--- src/rtl/aip_pkg.sv ---
// Shared definitions for the AIP host-bus responder: register codes and STATUS layout.
package aip_pkg;

    localparam int unsigned DATAWIDTH_DFLT = 32;

    typedef enum logic [4:0] {
        RegMDataInX = 5'd0,
        RegADataInX = 5'd1,
        RegMDataInY = 5'd2,
        RegADataInY = 5'd3,
        RegMDataOut = 5'd4,
        RegADataOut = 5'd5,
        RegDConfig  = 5'd6,
        RegAConfig  = 5'd7,
        RegStatus   = 5'd30,
        RegIpId     = 5'd31
    } aip_reg_e;

    localparam int unsigned MASK_LSB  = 16;
    localparam int unsigned BUSY_BIT  = 8;
    localparam int unsigned FLAGS_LSB = 0;

endpackage

--- src/rtl/aip_status_reg.sv ---
// Interrupt mask, sticky flags, busy bit, start rising-edge detect and the
// registered active-low interrupt request.
module aip_status_reg (
    input  logic       clk_i,
    input  logic       rst_ni,
    input  logic       en_i,
    input  logic       wr_i,
    input  logic [7:0] mask_i,
    input  logic [7:0] clr_i,
    input  logic       start_i,
    input  logic [7:0] int_set_i,
    output logic [7:0] mask_o,
    output logic [7:0] flags_o,
    output logic       busy_o,
    output logic       core_start_o,
    output logic       int_req_o
);

    logic [7:0] mask_q, mask_d;
    logic [7:0] flags_q, flags_d;
    logic       busy_q, busy_d;
    logic       start_prev_q, start_prev_d;
    logic       core_start_q, core_start_d;
    logic       int_req_q, int_req_d;
    logic       start_rise;
    logic [7:0] set_eff;

    always_comb begin
        start_rise   = en_i & start_i & ~start_prev_q;
        start_prev_d = en_i ? start_i : start_prev_q;
        set_eff      = en_i ? int_set_i : 8'h00;
        mask_d       = wr_i ? mask_i : mask_q;
        // A set pulse wins over a write-1-to-clear of the same bit.
        flags_d      = (flags_q & ~(wr_i ? clr_i : 8'h00)) | set_eff;
        busy_d       = busy_q;
        if (set_eff[0]) begin
            busy_d = 1'b0;
        end
        if (start_rise) begin
            busy_d = 1'b1;
        end
        core_start_d = start_rise;
        int_req_d    = ~|(flags_q & mask_q);
    end

    always_ff @(posedge clk_i or negedge rst_ni) begin
        if (!rst_ni) begin
            mask_q       <= '0;
            flags_q      <= '0;
            busy_q       <= 1'b0;
            start_prev_q <= 1'b0;
            core_start_q <= 1'b0;
            int_req_q    <= 1'b1;
        end else begin
            mask_q       <= mask_d;
            flags_q      <= flags_d;
            busy_q       <= busy_d;
            start_prev_q <= start_prev_d;
            core_start_q <= core_start_d;
            int_req_q    <= int_req_d;
        end
    end

    assign mask_o       = mask_q;
    assign flags_o      = flags_q;
    assign busy_o       = busy_q;
    assign core_start_o = core_start_q;
    assign int_req_o    = int_req_q;

endmodule

--- src/rtl/aip_responder.sv ---
// Slave end of the AIP host bus: register decode, auto-incrementing pointers,
// configuration bank and the registered read-data mux.
module aip_responder
    import aip_pkg::*;
#(
    parameter int unsigned          DATAWIDTH  = DATAWIDTH_DFLT,
    parameter int unsigned          ADDR_W     = 6,
    parameter int unsigned          CONF_DEPTH = 4,
    parameter logic [DATAWIDTH-1:0] IP_ID      = 32'h4004_8008
) (
    input  logic                            clk,
    input  logic                            rst_a,
    input  logic                            en_s,
    input  logic [DATAWIDTH-1:0]            data_in,
    output logic [DATAWIDTH-1:0]            data_out,
    input  logic                            write,
    input  logic                            read,
    input  logic                            start,
    input  logic [4:0]                      conf_dbus,
    output logic                            int_req,
    output logic                            memx_we,
    output logic [ADDR_W-1:0]               memx_addr,
    output logic [DATAWIDTH-1:0]            memx_wdata,
    output logic                            memy_we,
    output logic [ADDR_W-1:0]               memy_addr,
    output logic [DATAWIDTH-1:0]            memy_wdata,
    output logic [ADDR_W-1:0]               out_raddr,
    input  logic [DATAWIDTH-1:0]            out_rdata,
    output logic [DATAWIDTH*CONF_DEPTH-1:0] conf_data,
    output logic                            core_start,
    input  logic [7:0]                      int_set
);

    localparam logic [ADDR_W-1:0] PtrOne = ADDR_W'(1);

    logic [ADDR_W-1:0]    ptr_x_q, ptr_x_d, ptr_y_q, ptr_y_d;
    logic [ADDR_W-1:0]    ptr_out_q, ptr_out_d, ptr_conf_q, ptr_conf_d;
    logic [DATAWIDTH-1:0] conf_q [CONF_DEPTH];
    logic [DATAWIDTH-1:0] conf_d [CONF_DEPTH];
    logic [DATAWIDTH-1:0] data_out_q, data_out_d;
    logic                 memx_we_q, memx_we_d, memy_we_q, memy_we_d;
    logic [ADDR_W-1:0]    memx_addr_q, memx_addr_d, memy_addr_q, memy_addr_d;
    logic [DATAWIDTH-1:0] memx_wdata_q, memx_wdata_d, memy_wdata_q, memy_wdata_d;

    logic                 wr_en, rd_en, wr_status;
    logic [DATAWIDTH-1:0] rd_word, status_word, conf_rd;
    logic [7:0]           mask, flags;
    logic                 busy;

    aip_status_reg u_status (
        .clk_i        (clk),
        .rst_ni       (rst_a),
        .en_i         (en_s),
        .wr_i         (wr_status),
        .mask_i       (data_in[MASK_LSB +: 8]),
        .clr_i        (data_in[FLAGS_LSB +: 8]),
        .start_i      (start),
        .int_set_i    (int_set),
        .mask_o       (mask),
        .flags_o      (flags),
        .busy_o       (busy),
        .core_start_o (core_start),
        .int_req_o    (int_req)
    );

    always_comb begin
        // A simultaneous write takes priority; the read is dropped.
        wr_en = en_s & write;
        rd_en = en_s & read & ~write;

        status_word                  = '0;
        status_word[MASK_LSB +: 8]   = mask;
        status_word[BUSY_BIT]        = busy;
        status_word[FLAGS_LSB +: 8]  = flags;

        conf_rd = '0;
        for (int i = 0; i < CONF_DEPTH; i++) begin
            if (ptr_conf_q == ADDR_W'(i)) conf_rd = conf_q[i];
        end

        ptr_x_d      = ptr_x_q;
        ptr_y_d      = ptr_y_q;
        ptr_out_d    = ptr_out_q;
        ptr_conf_d   = ptr_conf_q;
        conf_d       = conf_q;
        memx_we_d    = 1'b0;
        memx_addr_d  = memx_addr_q;
        memx_wdata_d = memx_wdata_q;
        memy_we_d    = 1'b0;
        memy_addr_d  = memy_addr_q;
        memy_wdata_d = memy_wdata_q;
        data_out_d   = data_out_q;
        wr_status    = 1'b0;
        rd_word      = '0;

        if (wr_en) begin
            case (conf_dbus)
                RegMDataInX: begin
                    memx_we_d    = 1'b1;
                    memx_addr_d  = ptr_x_q;
                    memx_wdata_d = data_in;
                    ptr_x_d      = ptr_x_q + PtrOne;
                end
                RegMDataInY: begin
                    memy_we_d    = 1'b1;
                    memy_addr_d  = ptr_y_q;
                    memy_wdata_d = data_in;
                    ptr_y_d      = ptr_y_q + PtrOne;
                end
                RegADataInX: ptr_x_d    = data_in[ADDR_W-1:0];
                RegADataInY: ptr_y_d    = data_in[ADDR_W-1:0];
                RegADataOut: ptr_out_d  = data_in[ADDR_W-1:0];
                RegAConfig:  ptr_conf_d = data_in[ADDR_W-1:0];
                RegDConfig: begin
                    for (int i = 0; i < CONF_DEPTH; i++) begin
                        if (ptr_conf_q == ADDR_W'(i)) conf_d[i] = data_in;
                    end
                    ptr_conf_d = ptr_conf_q + PtrOne;
                end
                RegStatus:   wr_status = 1'b1;
                default: ;
            endcase
        end

        if (rd_en) begin
            case (conf_dbus)
                RegMDataOut: begin
                    rd_word   = out_rdata;
                    ptr_out_d = ptr_out_q + PtrOne;
                end
                RegDConfig: begin
                    rd_word    = conf_rd;
                    ptr_conf_d = ptr_conf_q + PtrOne;
                end
                RegADataInX: rd_word = DATAWIDTH'(ptr_x_q);
                RegADataInY: rd_word = DATAWIDTH'(ptr_y_q);
                RegADataOut: rd_word = DATAWIDTH'(ptr_out_q);
                RegAConfig:  rd_word = DATAWIDTH'(ptr_conf_q);
                RegStatus:   rd_word = status_word;
                RegIpId:     rd_word = IP_ID;
                default:     rd_word = '0;
            endcase
            data_out_d = rd_word;
        end
    end

    always_ff @(posedge clk or negedge rst_a) begin
        if (!rst_a) begin
            ptr_x_q      <= '0;
            ptr_y_q      <= '0;
            ptr_out_q    <= '0;
            ptr_conf_q   <= '0;
            for (int i = 0; i < CONF_DEPTH; i++) conf_q[i] <= '0;
            memx_we_q    <= 1'b0;
            memx_addr_q  <= '0;
            memx_wdata_q <= '0;
            memy_we_q    <= 1'b0;
            memy_addr_q  <= '0;
            memy_wdata_q <= '0;
            data_out_q   <= '0;
        end else begin
            ptr_x_q      <= ptr_x_d;
            ptr_y_q      <= ptr_y_d;
            ptr_out_q    <= ptr_out_d;
            ptr_conf_q   <= ptr_conf_d;
            conf_q       <= conf_d;
            memx_we_q    <= memx_we_d;
            memx_addr_q  <= memx_addr_d;
            memx_wdata_q <= memx_wdata_d;
            memy_we_q    <= memy_we_d;
            memy_addr_q  <= memy_addr_d;
            memy_wdata_q <= memy_wdata_d;
            data_out_q   <= data_out_d;
        end
    end

    always_comb begin
        for (int i = 0; i < CONF_DEPTH; i++) begin
            conf_data[i*DATAWIDTH +: DATAWIDTH] = conf_q[i];
        end
    end

    assign data_out   = data_out_q;
    assign memx_we    = memx_we_q;
    assign memx_addr  = memx_addr_q;
    assign memx_wdata = memx_wdata_q;
    assign memy_we    = memy_we_q;
    assign memy_addr  = memy_addr_q;
    assign memy_wdata = memy_wdata_q;
    assign out_raddr  = ptr_out_q;

endmodule

--- config.mk ---
export PLATFORM = sky130hd
export DESIGN_NAME = aip_responder
export DESIGN_NICKNAME = d
export VERILOG_FILES = /design/src/rtl/aip_pkg.sv /design/src/rtl/aip_status_reg.sv /design/src/rtl/aip_responder.sv
export SDC_FILE = /design/constraint.sdc
export NUM_CORES = 1
export LEC_CHECK = 0
export ABC_AREA = 1
export CAP_MARGIN = 30
export CORE_MARGIN = 2
export CORE_UTILIZATION = 50
export DETAILED_ROUTE_END_ITERATION = 6
export GPL_ROUTABILITY_DRIVEN = 0
export PLACE_DENSITY = 0.81
export SETUP_SLACK_MARGIN = 0.02
export SYNTH_ARGS = -nofsm -noshare
export SYNTH_HDL_FRONTEND = slang
export SYNTH_HIERARCHICAL = 1
export SYNTH_SLANG_ARGS = --single-unit
--- constraint.sdc ---
create_clock -name clk -period 2.4 [get_ports clk]
set_clock_uncertainty 0.05 [all_clocks]
set_input_delay 0.6 -clock clk [delete_from_list [all_inputs] [get_ports clk]]
set_output_delay 0.6 -clock clk [all_outputs]
set_load 0.03 [all_outputs]
Word-level counts from Yosys, hierarchy flattened --
Index checks and enable logic that the tools add are counted.
Cells by class: divide/modulo/power cells 0, multipliers 0, muxes and demuxes 25, bitwise operators 11, $lt $le $gt $ge 0, equality and inequality tests 12, reductions and logical operators 15, add/sub/neg operators 4, shift operators 0
Operators with widths (number):
- $pmux 32 s8 | 1
- $mux 32 | 4
- $mux 6 | 7
- $pmux 6 s2 | 3
- $add 6x1->6 const B | 4
- $eq 5x3->1 const B | 4
- $and 8x8->8 | 2
- $mux 8 | 2
- $eq 6x2->1 const B | 2
- $reduce_and 3->1 | 4
- $eq 5x2->1 const B | 2
- $eq 5x5->1 const B | 2
- $mux 1 | 8
- $not 8->8 | 1
- $or 8x8->8 | 1
- $reduce_and 2->1 | 4
- $reduce_or 8->1 | 1
- $eq 6x1->1 const B | 1
- $logic_not 6->1 | 1
- $reduce_bool 2->1 | 3
- $and 1x1->1 | 5
- $eq 5x1->1 const B | 1
- $logic_not 5->1 | 1
- $not 1->1 | 2
- $logic_not 1->1 | 1
Word-level totals: memories kept 0, output and inout port bits 246, register bits after elaboration 282, input bits 83, ROM bits 0, latch bits 0, RAM bits 0

Logic depth before layout (Yosys ltp) --
Gate-level depths: netlist of run 1.
depth after elaboration 7, depth in mapped cells 14, depth with buffers taken out 12

Cells and area by module --
The synthesis of run 1 kept the hierarchy.
Modules (own cells, without submodules):
- aip_responder | instances 1, cells each 1612, seq. area each 6556.3 µm², area an instance 12410.7 µm²
- aip_status_reg | instances 1, cells each 91, seq. area each 501.7 µm², area an instance 822.0 µm²

Worst setup path after synthesis of run 1 --
Ideal clock, no wire load.
kind input to register, from input port conf_dbus[3], to register memy_wdata_q[12], in the netlist memy_wdata[12], slack 0.573 ns, stages on the path 10, buffers on the path 2, data required time 2.220 ns, arrival time 1.647 ns, cells stage by stage nor2_2 > nand2_1 > nor2_2 > inv_1 > nor2_2 > inv_2 > buf_2 > clkbuf_1 > nand2_1 > o21ai_0
Between the ends: word-level cells in the longest chain between the ends 2
RTL lines:
- start, declared | line aip_responder.sv:19 | input logic [4:0] conf_dbus,
- $eq 5x2->1 | line aip_responder.sv:97 | case (conf_dbus)
- $reduce_and 2->1 (no line)
- end signal, assigned | line aip_responder.sv:172 | memy_wdata_q <= memy_wdata_d;
- end, declared | line aip_responder.sv:43 | logic [DATAWIDTH-1:0] memx_wdata_q, memx_wdata_d, memy_wdata_q, memy_wdata_d;
No other way between the ends. A chain may end at the register's enable or synchronous reset.

Worst setup path in the final report of run 1 --
from register conf_q (netlist bit conf_data[64]), to output port conf_data[64]
RTL lines:
- start, declared | line aip_responder.sv:38 | logic [DATAWIDTH-1:0] conf_q [CONF_DEPTH];
- start signal, assigned | line aip_responder.sv:166 | conf_q <= conf_d;
- end, declared | line aip_responder.sv:29 | output logic [DATAWIDTH*CONF_DEPTH-1:0] conf_data,
No word-level cell between the ends.

==> impl_metrics.ini, run 1 <==
[worst_setup_path]
critPathTopFamily = buffers and inverters
endpoint_kind = output pin
worstPathRequired_ns = 1.75
critPathMaxStageDelay_ns = 0.70
cp_max_fo = 3
critical_path.n_buffers_inverters = 1
critical_path.cell_chain = clkdlybuf4s50_1
crit_type = register to output pin
timing.critical_path.from_type = register
slowest_cell_on_the_critical_path = sky130_fd_sc_hd__clkdlybuf4s50_1
worstPathArrival_ns = 1.70

[detailed_routing]
drcViolationCount = 0
ant_nets = 0
route.final.wire_length_mm = 45.8
detail_route.vias_per_cell = 5.48
post_drt_wl_per_cell_um = 19.0
vias = 13200
detailedRoute.firstPassIterationCount = 6
detailedRoute.firstIterationViolations = 1562

[placement]
dp_worst_setup_slack_ns = -0.243
portBuffers = 328
place_hpwl_mm = 32.9
placedCellCount = 2358

[clock_network]
clock_insertion_delay_worst_skew_ns = 0.56
cts_inserted_buffers = 30
clkSinkCount = 282
clockBufferDepth = 3
cts_post_setup_buffers_inserted = 0
tritoncts_clock_tree = yes
path_clk_slew_ns = 0.06
clock_tree.root_cell = sky130_fd_sc_hd__clkbuf_16
cts_max_level = 1

[layout]
syn_to_final_growth_pct = 39.0
fin_nets = 2146
antenna_cells = 0
final_cells = 2415
share_of_post_route_cells_with_drive_strength_above_1_pct = 8.03

[power_and_ir_drop]
combPwrFrac_pct = 20.0
switching_power_mw = 3.90
power_report.internal_total_mw = 8.63
cellLeakagePower_nw = 9.09
peakVddDrop_mv = 0.731
pwr-share-seq_pct = 43.2
sw_share_pct = 31.1
power-per-cell-area_nw_per_um2 = 681
p_clk_share_pct = 36.7

[global_route]
grt_start_max_net_pins = 65
grt_util_all_layers_pct = 32.7
grt_pass1_vias = 12700
grt_overflow = 0
grt_antenna_before_repair = 0
wire_length_of_the_first_global_routing_pass_mm = 71.8

[yosys]
post-synth-top-area-fraction_pct = 53.1
ys_top_cells_by_area = sky130_fd_sc_hd__dfrtp_1 53%, sky130_fd_sc_hd__nand2_1 19%, sky130_fd_sc_hd__o21ai_0 6.7%, sky130_fd_sc_hd__inv_1 3.7%, sky130_fd_sc_hd__o21ai_1 2.6%
synth_top_cell_by_area = sky130_fd_sc_hd__dfrtp_1
synth_sequential_area_ratio_pct = 53.3
synthesized_instance_count = 1703
synth.distinct_cells = 31
synth-seq-cells = 282
syn-mean-instance-area_um2 = 7.77
ys_warnings = 6
synth.cell_area_um2 = 13200
synth_fp_nets = 1793

[die]
initial_core_utilization_pct = 50.8
placementRows = 59
area_of_the_core_um2 = 26100
die_width_um = 167
boundary_pins = 329
die_h_um = 167
die_area_um2 = 27800

[status]
run_status = complete, no violations

[sta]
hold_violations = 0
fin_setup_tns_ns = 0
final.min_clock_period_ns = 2.35
worst_pin_slew_ns = 0.907
rsz0062_at_grt = false
setup_violators_final = 0
final-max-slew-violation-count = 0
fin_worst_hold_slack_ns = 0.421
worst_slack_ns = 0.0526
final.period_utilization_pct = 97.8
fmax_mhz = 426
worst_slew_margin_rel_pct = 39.5

[min_path]
worst_hold_path_type = register to register

[flow_run]
drv.max_cap_violation_count = 0
metrics by stage:
stage / power [mW] / cell area [um^2] / util, %
CTS: 12.5 / 18400 / 70.5
global placement: 7.92 / 17400 / 66.7
global route: 13.0 / 18400 / 70.6
floorplan: 6.73 / 13200 / -
finish: 12.5 / 18400 / 70.6
detailed placement: 7.98 / 17400 / 66.7
cell usage in the layout (no fill, tap or decap), types with 2 or more instances in the layout:
| cell | n |
|---|---|
| sky130_fd_sc_hd__nand3_1 | 23 |
| sky130_fd_sc_hd__nor2_2 | 10 |
| sky130_fd_sc_hd__clkbuf_1 | 2 |
| sky130_fd_sc_hd__nand2_1 | 681 |
| sky130_fd_sc_hd__clkinv_2 | 11 |
| sky130_fd_sc_hd__ha_1 | 7 |
| sky130_fd_sc_hd__dlymetal6s2s_1 | 9 |
| sky130_fd_sc_hd__nand4_1 | 5 |
| sky130_fd_sc_hd__clkinvlp_4 | 4 |
| sky130_fd_sc_hd__clkdlybuf4s50_1 | 315 |
| sky130_fd_sc_hd__buf_4 | 59 |
| sky130_fd_sc_hd__a22o_1 | 17 |
| sky130_fd_sc_hd__nor3_1 | 33 |
| sky130_fd_sc_hd__inv_1 | 132 |
| sky130_fd_sc_hd__clkbuf_8 | 5 |
| sky130_fd_sc_hd__a31oi_1 | 2 |
| sky130_fd_sc_hd__nor2_4 | 7 |
| sky130_fd_sc_hd__dfrtp_1 | 281 |
| sky130_fd_sc_hd__nor2_1 | 87 |
| sky130_fd_sc_hd__a21oi_1 | 61 |
| sky130_fd_sc_hd__o21ai_1 | 68 |
| sky130_fd_sc_hd__inv_2 | 7 |
| sky130_fd_sc_hd__buf_12 | 18 |
| sky130_fd_sc_hd__o21ai_0 | 177 |
| sky130_fd_sc_hd__clkbuf_16 | 31 |
| sky130_fd_sc_hd__nand2_2 | 5 |
| sky130_fd_sc_hd__dlygate4sd2_1 | 3 |
| sky130_fd_sc_hd__xor2_1 | 4 |
sequential cells by signal, indices dropped and copies added, names as in the netlist, 6 cells and up:
| signal | cells |
|---|---|
| conf_data | 128 |
| memx_wdata | 32 |
| ptr_conf_q | 6 |
| out_raddr | 6 |
| u_status/mask_o | 8 |
| memx_addr | 6 |
| memy_wdata | 32 |
| memy_addr | 6 |
| ptr_x_q | 6 |
| ptr_y_q | 6 |
| data_out | 32 |
| u_status/flags_o | 8 |
final timing paths:
check	startpoint	to	depth (start not counted)	slack (ns)
max reg2reg	ptr_conf_q[0]	data_out[8]	11	0.27
max	conf_data[64]	conf_data[64]	1	0.05
max in group asynchronous	rst_a	conf_data[126]	3	0.96
min in group asynchronous	rst_a	memx_addr[5]	2	0.55
min	memx_addr[1]	memx_addr[1]	2	0.42
min reg2reg	memx_addr[1]	memx_addr[1]	2	0.42
power groups by stage:
stage	Combinational, mW	Clock [mW]	Sequential, mW
after floorplan	0.863	0	5.87
after global placement	2.44	0	5.47
after detailed placement	2.50	0	5.48
after CTS	2.50	4.63	5.40
after global routing	2.69	4.84	5.45
final	2.51	4.60	5.42
per-layer routing:
layer,global-route usage (%),routed length (um),vias to the layer above
met5,0,0,-
met4,12.1,1780,0
met3,5.47,4260,125
met2,51.6,21000,765
met1,45.8,18800,6251
li1,-,-,6095
repair_timing:
item	4_1_cts	5_1_grt
hold buffers	1	0
gates resized for setup	3	9
pin swaps	0	0
endpoints found under the setup margin	3	9
endpoints found under the hold margin	39	0
layout make-up:
type	count	area, um^2
fillers	2076	7670
flip-flops and latches	282	7060
multi-input cells	1197	5290
repair buffers	406	4120
clock buffers	38	852
inverters	139	522
well taps	335	419
clock inverters	18	133
synthesized netlist by cell type, drive strengths merged:
master,count
a22o,17
nand3b,1
nor3,34
dfstp,1
xnor2,1
a31oi,2
nand2,686
buf,41
a32oi,1
xor2,4
a21oi,61
o21ai,245
o22ai,1
dfrtp,281
inv,139
or2,1
ha,7
nand4,6
clkbuf,44
nand3,25
o211ai,1
nor2,104
cells by family after synthesis:
logic type | share of synthesized area [%]
buf+inv | 6.86
xor+xnor | 0.331
fa+ha+maj | 0.662
simple gates | 25.8
compound gates | 13.0
flops | 53.3
Note: power is estimated with default switching activity, not from simulation.
==> inputs of run 2 (changes only) <==
--- a/config.mk
+++ b/config.mk
@@ -6,11 +6,11 @@
 export NUM_CORES = 1
 export LEC_CHECK = 0
 export ABC_AREA = 1
-export CAP_MARGIN = 30
 export CORE_MARGIN = 2
 export CORE_UTILIZATION = 50
 export DETAILED_ROUTE_END_ITERATION = 6
 export GPL_ROUTABILITY_DRIVEN = 0
+export GPL_TIMING_DRIVEN = 0
 export PLACE_DENSITY = 0.81
 export SETUP_SLACK_MARGIN = 0.02
 export SYNTH_ARGS = -nofsm -noshare
==> run 2 against run 1 <==
Effect of this change:
- the flow now finishes with violations (DRC)
- maximum frequency fell by 0.14%
- hold slack worse by 0.42 ns
- largest cell class unchanged
- core utilization down 0.86 points
- critical path depth is the same
- highest routed layer unchanged
- largest power group unchanged
- critical endpoint is now conf_data[127]
==> impl_metrics.ini, run 2 (synthesis results as in run 1) <==
[status]
run_status = complete, but fails checks
failing_checks = DRC

[die]
boundary_pins = 329
die_area_um2 = 27800
die_width_um = 167
die_h_um = 167
placementRows = 59
initial_core_utilization_pct = 50.8
area_of_the_core_um2 = 26100

[power_and_ir_drop]
peakVddDrop_mv = 0.544
totalPowerFinal_mw = 13.0
cellLeakagePower_nw = 8.88
power-per-cell-area_nw_per_um2 = 718

[flow_run]
drv.max_cap_violation_count = 0

[clock_network]
tritoncts_clock_tree = yes
cts_post_setup_buffers_inserted = 0
clkSinkCount = 282
clockBufferDepth = 3
cts_max_level = 1
cts_inserted_buffers = 30
path_clk_slew_ns = 0.07
clock_insertion_delay_worst_skew_ns = 0.56
cts-hold-fix-buffers = 0
clock_tree.root_cell = sky130_fd_sc_hd__clkbuf_16

[layout]
share_of_post_route_cells_with_drive_strength_above_1_pct = 6.90
final_util_pct = 69.7
final_cells = 2424
register_area_um2 = 7060
fillerInstances = 2066
mostFrequentLayoutCells = 680 x sky130_fd_sc_hd__nand2_1, 315 x sky130_fd_sc_hd__clkdlybuf4s50_1, 281 x sky130_fd_sc_hd__dfrtp_1
largest_register_ffs = 128
multiInputGateArea_um2 = 5290
fin_nets = 2154
final_common_cell = sky130_fd_sc_hd__nand2_1
syn_to_final_growth_pct = 37.3

[min_path]
worst_hold_path_type = input pin to async pin

[placement]
place_hpwl_mm = 34.6
placedCellCount = 2368
portBuffers = 328

[detailed_routing]
post_drt_wl_per_cell_um = 19.7
detailedRoute.firstPassIterationCount = 7
vias = 13300
drcViolationCount = 2
detailedRoute.firstIterationViolations = 1255
route.final.wire_length_mm = 47.7
ant_nets = 0
detail_route.vias_per_cell = 5.48

[global_route]
grt_util_all_layers_pct = 33.8
wire_length_of_the_first_global_routing_pass_mm = 73.9
grt_overflow = 0
grt_antenna_before_repair = 1
use_met1_pct = 44.8
met2_demand_to_capacity_share_in_global_routing_pct = 54.2
grt_pass1_vias = 13200
grt_start_max_net_pins = 106
gr-usage-met3_pct = 6.70
grt_most_used_layer = met2

[sta]
rsz0062_at_grt = false
final.min_clock_period_ns = 2.35
hold_violations = 0
setup_violators_final = 0
worst_slew_margin_rel_pct = 53.3
worst_pin_slew_ns = 0.700
final.period_utilization_pct = 97.9
fmax_mhz = 425
final-max-slew-violation-count = 0

[worst_setup_path]
critPathTopFamily = buffers and inverters
endpoint_kind = output pin
critical_path.n_buffers_inverters = 1
r2r.worst_path.cells = 7
slowest_cell_on_the_critical_path = sky130_fd_sc_hd__clkdlybuf4s50_1
critical_path.cell_chain = clkdlybuf4s50_1
crit_type = register to output pin
cp_max_fo = 3
critPathMaxStageDelay_ns = 0.76
worstSetupPathDepth = 1
worstPathArrival_ns = 1.70
timing.critical_path.from_type = register
worstPathRequired_ns = 1.75
[run 2: changes by cell type in the layout (fill, tap and decap cells not counted), moves of 2 or more]
cell                             change
sky130_fd_sc_hd__clkbuf_1           +30
sky130_fd_sc_hd__nor2_2              -2
sky130_fd_sc_hd__clkinv_2            -3
sky130_fd_sc_hd__dlygate4sd2_1       +2
sky130_fd_sc_hd__bufinv_16           +5
sky130_fd_sc_hd__buf_4              -51
sky130_fd_sc_hd__nor2_1              +2
sky130_fd_sc_hd__buf_16              +2
sky130_fd_sc_hd__buf_1               +3
sky130_fd_sc_hd__buf_2              +30
sky130_fd_sc_hd__dlymetal6s2s_1      -2
sky130_fd_sc_hd__clkbuf_2            +9
sky130_fd_sc_hd__clkbuf_4            +2
sky130_fd_sc_hd__buf_12             -18
[run 2: cell type report]
| class | count | area share, % |
|---|---|---|
| Buffer | 84 | 2.21 |
| Antenna cell | 1 | 0.0138 |
| Clock inverter | 20 | 1.52 |
| Timing Repair Buffer | 330 | 18.5 |
| Clock buffer | 36 | 4.65 |
| Sequential cell | 282 | 38.9 |
| Multi-Input combinational cell | 1197 | 29.1 |
| Tap cell | 335 | 2.31 |
| Inverter | 139 | 2.87 |
[run 2: per-stage QoR]
| step | cell area, um^2 | setup slack, ns | TNS (ns) | hold slack (ns) |
|---|---|---|---|---|
| 3_3_place_gp | 16900 | -11.30 | -3267.56 | 0.411 |
| 3_5_place_dp | 17000 | -0.583 | -103.42 | 0.416 |
| 2_1_floorplan | 13200 | 0.573 | 0 | 0.254 |
| 5_1_grt | 18200 | 0.0209 | 0 | 0.0497 |
| 4_1_cts | 18100 | 0.0269 | 0 | 0.0206 |
| 6_report | 18200 | 0.0494 | 0 | 0.00323 |
[run 2: timing repair]
item | in CTS | in global routing
endpoints found under the setup margin | 54 | 147
resized for setup | 8 | 33
endpoints found under the hold margin | 0 | 0
gates cloned | 0 | 0
[run 2: metal layers]
metal | wire length (um) | share of wire (%) | vias up
met5 | 0 | 0 | -
met4 | 2170 | 4.5 | 0
met3 | 4000 | 8.4 | 144
met2 | 22100 | 46 | 696
met1 | 19500 | 41 | 6329
li1 | - | - | 6120
[run 2: report_power, final]
group	switching [mW]	total (mW)	internal [mW]
clock network	2.02	5.17	3.16
registers	0.336	5.42	5.08
logic	1.58	2.45	0.869
total	3.93	13.0	9.11
[run 2: worst paths after layout]
path                                   to  slack [ns]      startpoint
setup reg to reg           conf_data[105]        0.15   ptr_conf_q[2]
max in group asynchronous    data_out[18]        1.32           rst_a
hold reg to reg              memx_addr[1]        0.43    memx_addr[1]
setup / recovery           conf_data[127]        0.05  conf_data[127]
min in group clk             memx_addr[1]        0.43    memx_addr[1]
hold / removal               memx_addr[4]       0.003           rst_a
==> inputs of run 3 (changes only) <==
--- a/config.mk
+++ b/config.mk
@@ -13,6 +13,7 @@
 export GPL_TIMING_DRIVEN = 0
 export PLACE_DENSITY = 0.81
 export SETUP_SLACK_MARGIN = 0.02
+export SKIP_CTS_REPAIR_TIMING = 1
 export SYNTH_ARGS = -nofsm -noshare
 export SYNTH_HDL_FRONTEND = slang
 export SYNTH_HIERARCHICAL = 1
==> run 3 against run 2 <==
Effect of this change:
- the run ends with DRC, hold timing left
- flip-flop and latch count is the same
- die area is the same
- worst setup slack gained 0.0014 ns
- sequential share of layout area is essentially flat
- via count grew 0.14%
- critical path depth is the same
- combinational power is essentially flat
- cell count is the same
- core utilization grew 0.072 points
- largest cell class unchanged
==> impl_metrics.ini, run 3 (synthesis results as in run 1) <==
[worst_setup_path]
worstPathRequired_ns = 1.75
endpoint_kind = output pin
critical_path.n_buffers_inverters = 1
ff2ff_setup_slack_ns = 0.15
cp_max_fo = 3
timing.rr.start = ptr_conf_q[2]
worstPathArrival_ns = 1.70
slowest_cell_on_the_critical_path = sky130_fd_sc_hd__clkdlybuf4s50_1
critPathTopFamily = buffers and inverters
timing.critical_path.from_type = register
r2r.worst_path.cells = 7
r2r-end = conf_data[105]
critPathMaxStageDelay_ns = 0.76
critical_path.cell_chain = clkdlybuf4s50_1
crit_type = register to output pin

[global_route]
grt_start_max_net_pins = 106
grt_pass1_vias = 13200
grt_overflow = 0
wire_length_of_the_first_global_routing_pass_mm = 73.9
grt_util_all_layers_pct = 33.8
grt_antenna_before_repair = 1

[sta]
rsz0062_at_grt = false
worst_slack_ns = 0.0508
fin_worst_hold_slack_ns = -0.00594
final-max-slew-violation-count = 0
setup_violators_final = 0
hold_violations = 5
fmax_mhz = 426
worst_pin_slew_ns = 0.711
final.min_clock_period_ns = 2.35
worst_slew_margin_rel_pct = 52.6
final.period_utilization_pct = 97.9
fin_setup_tns_ns = 0

[power_and_ir_drop]
combPwrFrac_pct = 18.8
peakVddDrop_mv = 0.544
pwr-share-seq_pct = 41.5
p_clk_share_pct = 39.6
power_report.internal_total_mw = 9.12
sw_share_pct = 30.2
cellLeakagePower_nw = 8.94
switching_power_mw = 3.94
power-per-cell-area_nw_per_um2 = 718

[status]
failing_checks = DRC, hold timing
run_status = complete, but fails checks

[clock_network]
tritoncts_clock_tree = yes
clockBufferDepth = 3
cts_inserted_buffers = 30
clock_tree.root_cell = sky130_fd_sc_hd__clkbuf_16
path_clk_slew_ns = 0.07
clock_insertion_delay_worst_skew_ns = 0.56
cts_max_level = 1
clkSinkCount = 282

[detailed_routing]
vias = 13300
detailedRoute.firstIterationViolations = 1298
route.final.wire_length_mm = 47.8
ant_nets = 0
post_drt_wl_per_cell_um = 19.7
detailedRoute.firstPassIterationCount = 7
drcViolationCount = 2
detail_route.vias_per_cell = 5.49

[placement]
dp_worst_setup_slack_ns = -0.583
portBuffers = 328
postPlaceCellArea_um2 = 17000
place_hpwl_mm = 34.6

[layout]
largest_register_ffs = 128
fin_area_um2 = 18200
fin_nets = 2154
syn_to_final_growth_pct = 37.4
share_of_post_route_cells_with_drive_strength_above_1_pct = 6.90
fillerInstances = 2058
mostFrequentLayoutCells = 680 x sky130_fd_sc_hd__nand2_1, 315 x sky130_fd_sc_hd__clkdlybuf4s50_1, 281 x sky130_fd_sc_hd__dfrtp_1
final_common_cell = sky130_fd_sc_hd__nand2_1

[die]
placementRows = 59
die_width_um = 167
die_h_um = 167
area_of_the_core_um2 = 26100
boundary_pins = 329
die_area_um2 = 27800
initial_core_utilization_pct = 50.8

[min_path]
worst_hold_path_type = input pin to async pin

[flow_run]
drv.max_cap_violation_count = 0
-- run 3: worst max path at each step --
stage                          end  slack, ns  depth (start not counted)            from
floorplan           memy_wdata[12]       0.57                         10    conf_dbus[3]
global placement    conf_data[107]     -11.30                          1           rst_a
detailed placement     data_out[8]      -0.58                          8            en_s
CTS                 conf_data[105]      -0.08                          7   ptr_conf_q[2]
global route          conf_data[0]       0.02                          1    conf_data[0]
finish              conf_data[127]       0.05                          1  conf_data[127]
-- run 3: stage by stage --
step | power, mW | cells | util [%]
floorplan | 6.73 | 1703 | -
finish | 13.1 | 2424 | 69.8
global route | 13.5 | 2424 | 69.8
CTS | 13.0 | 2424 | 69.5
detailed placement | 7.89 | 2368 | 65.2
global placement | 7.82 | 2366 | 65.0
-- run 3: cell type report --
| class | instances | area (um^2) | area share, % |
|---|---|---|---|
| clock inverter | 20 | 277 | 1.52 |
| sequential | 282 | 7060 | 38.8 |
| tap | 335 | 419 | 2.31 |
| multi-input combinational | 1197 | 5290 | 29.1 |
| clock buffer | 36 | 845 | 4.64 |
| inverter | 139 | 522 | 2.87 |
| antenna | 1 | 2.50 | 0.0138 |
| buffer | 84 | 402 | 2.21 |
| timing repair buffer | 330 | 3370 | 18.6 |
-- run 3: metal layers --
metal / vias to the layer above / part of all wire (%) / GRT usage [%] / wire (um)
li1: 6117 / - / - / -
met1: 6339 / 40 / 44.8 / 19300
met2: 715 / 47 / 54.2 / 22200
met3: 136 / 8.7 / 6.68 / 4140
met4: 0 / 4.4 / 15.4 / 2130
met5: - / 0 / 0 / 0
-- run 3: power groups by stage --
stage                     clock, mW  sequential [mW]  combinational, mW
after global placement            0             5.48               2.34
after floorplan                   0             5.87              0.863
after CTS                      5.21             5.41               2.43
after global routing           5.41             5.45               2.64
final                          5.17             5.42               2.46
after detailed placement          0             5.48               2.41
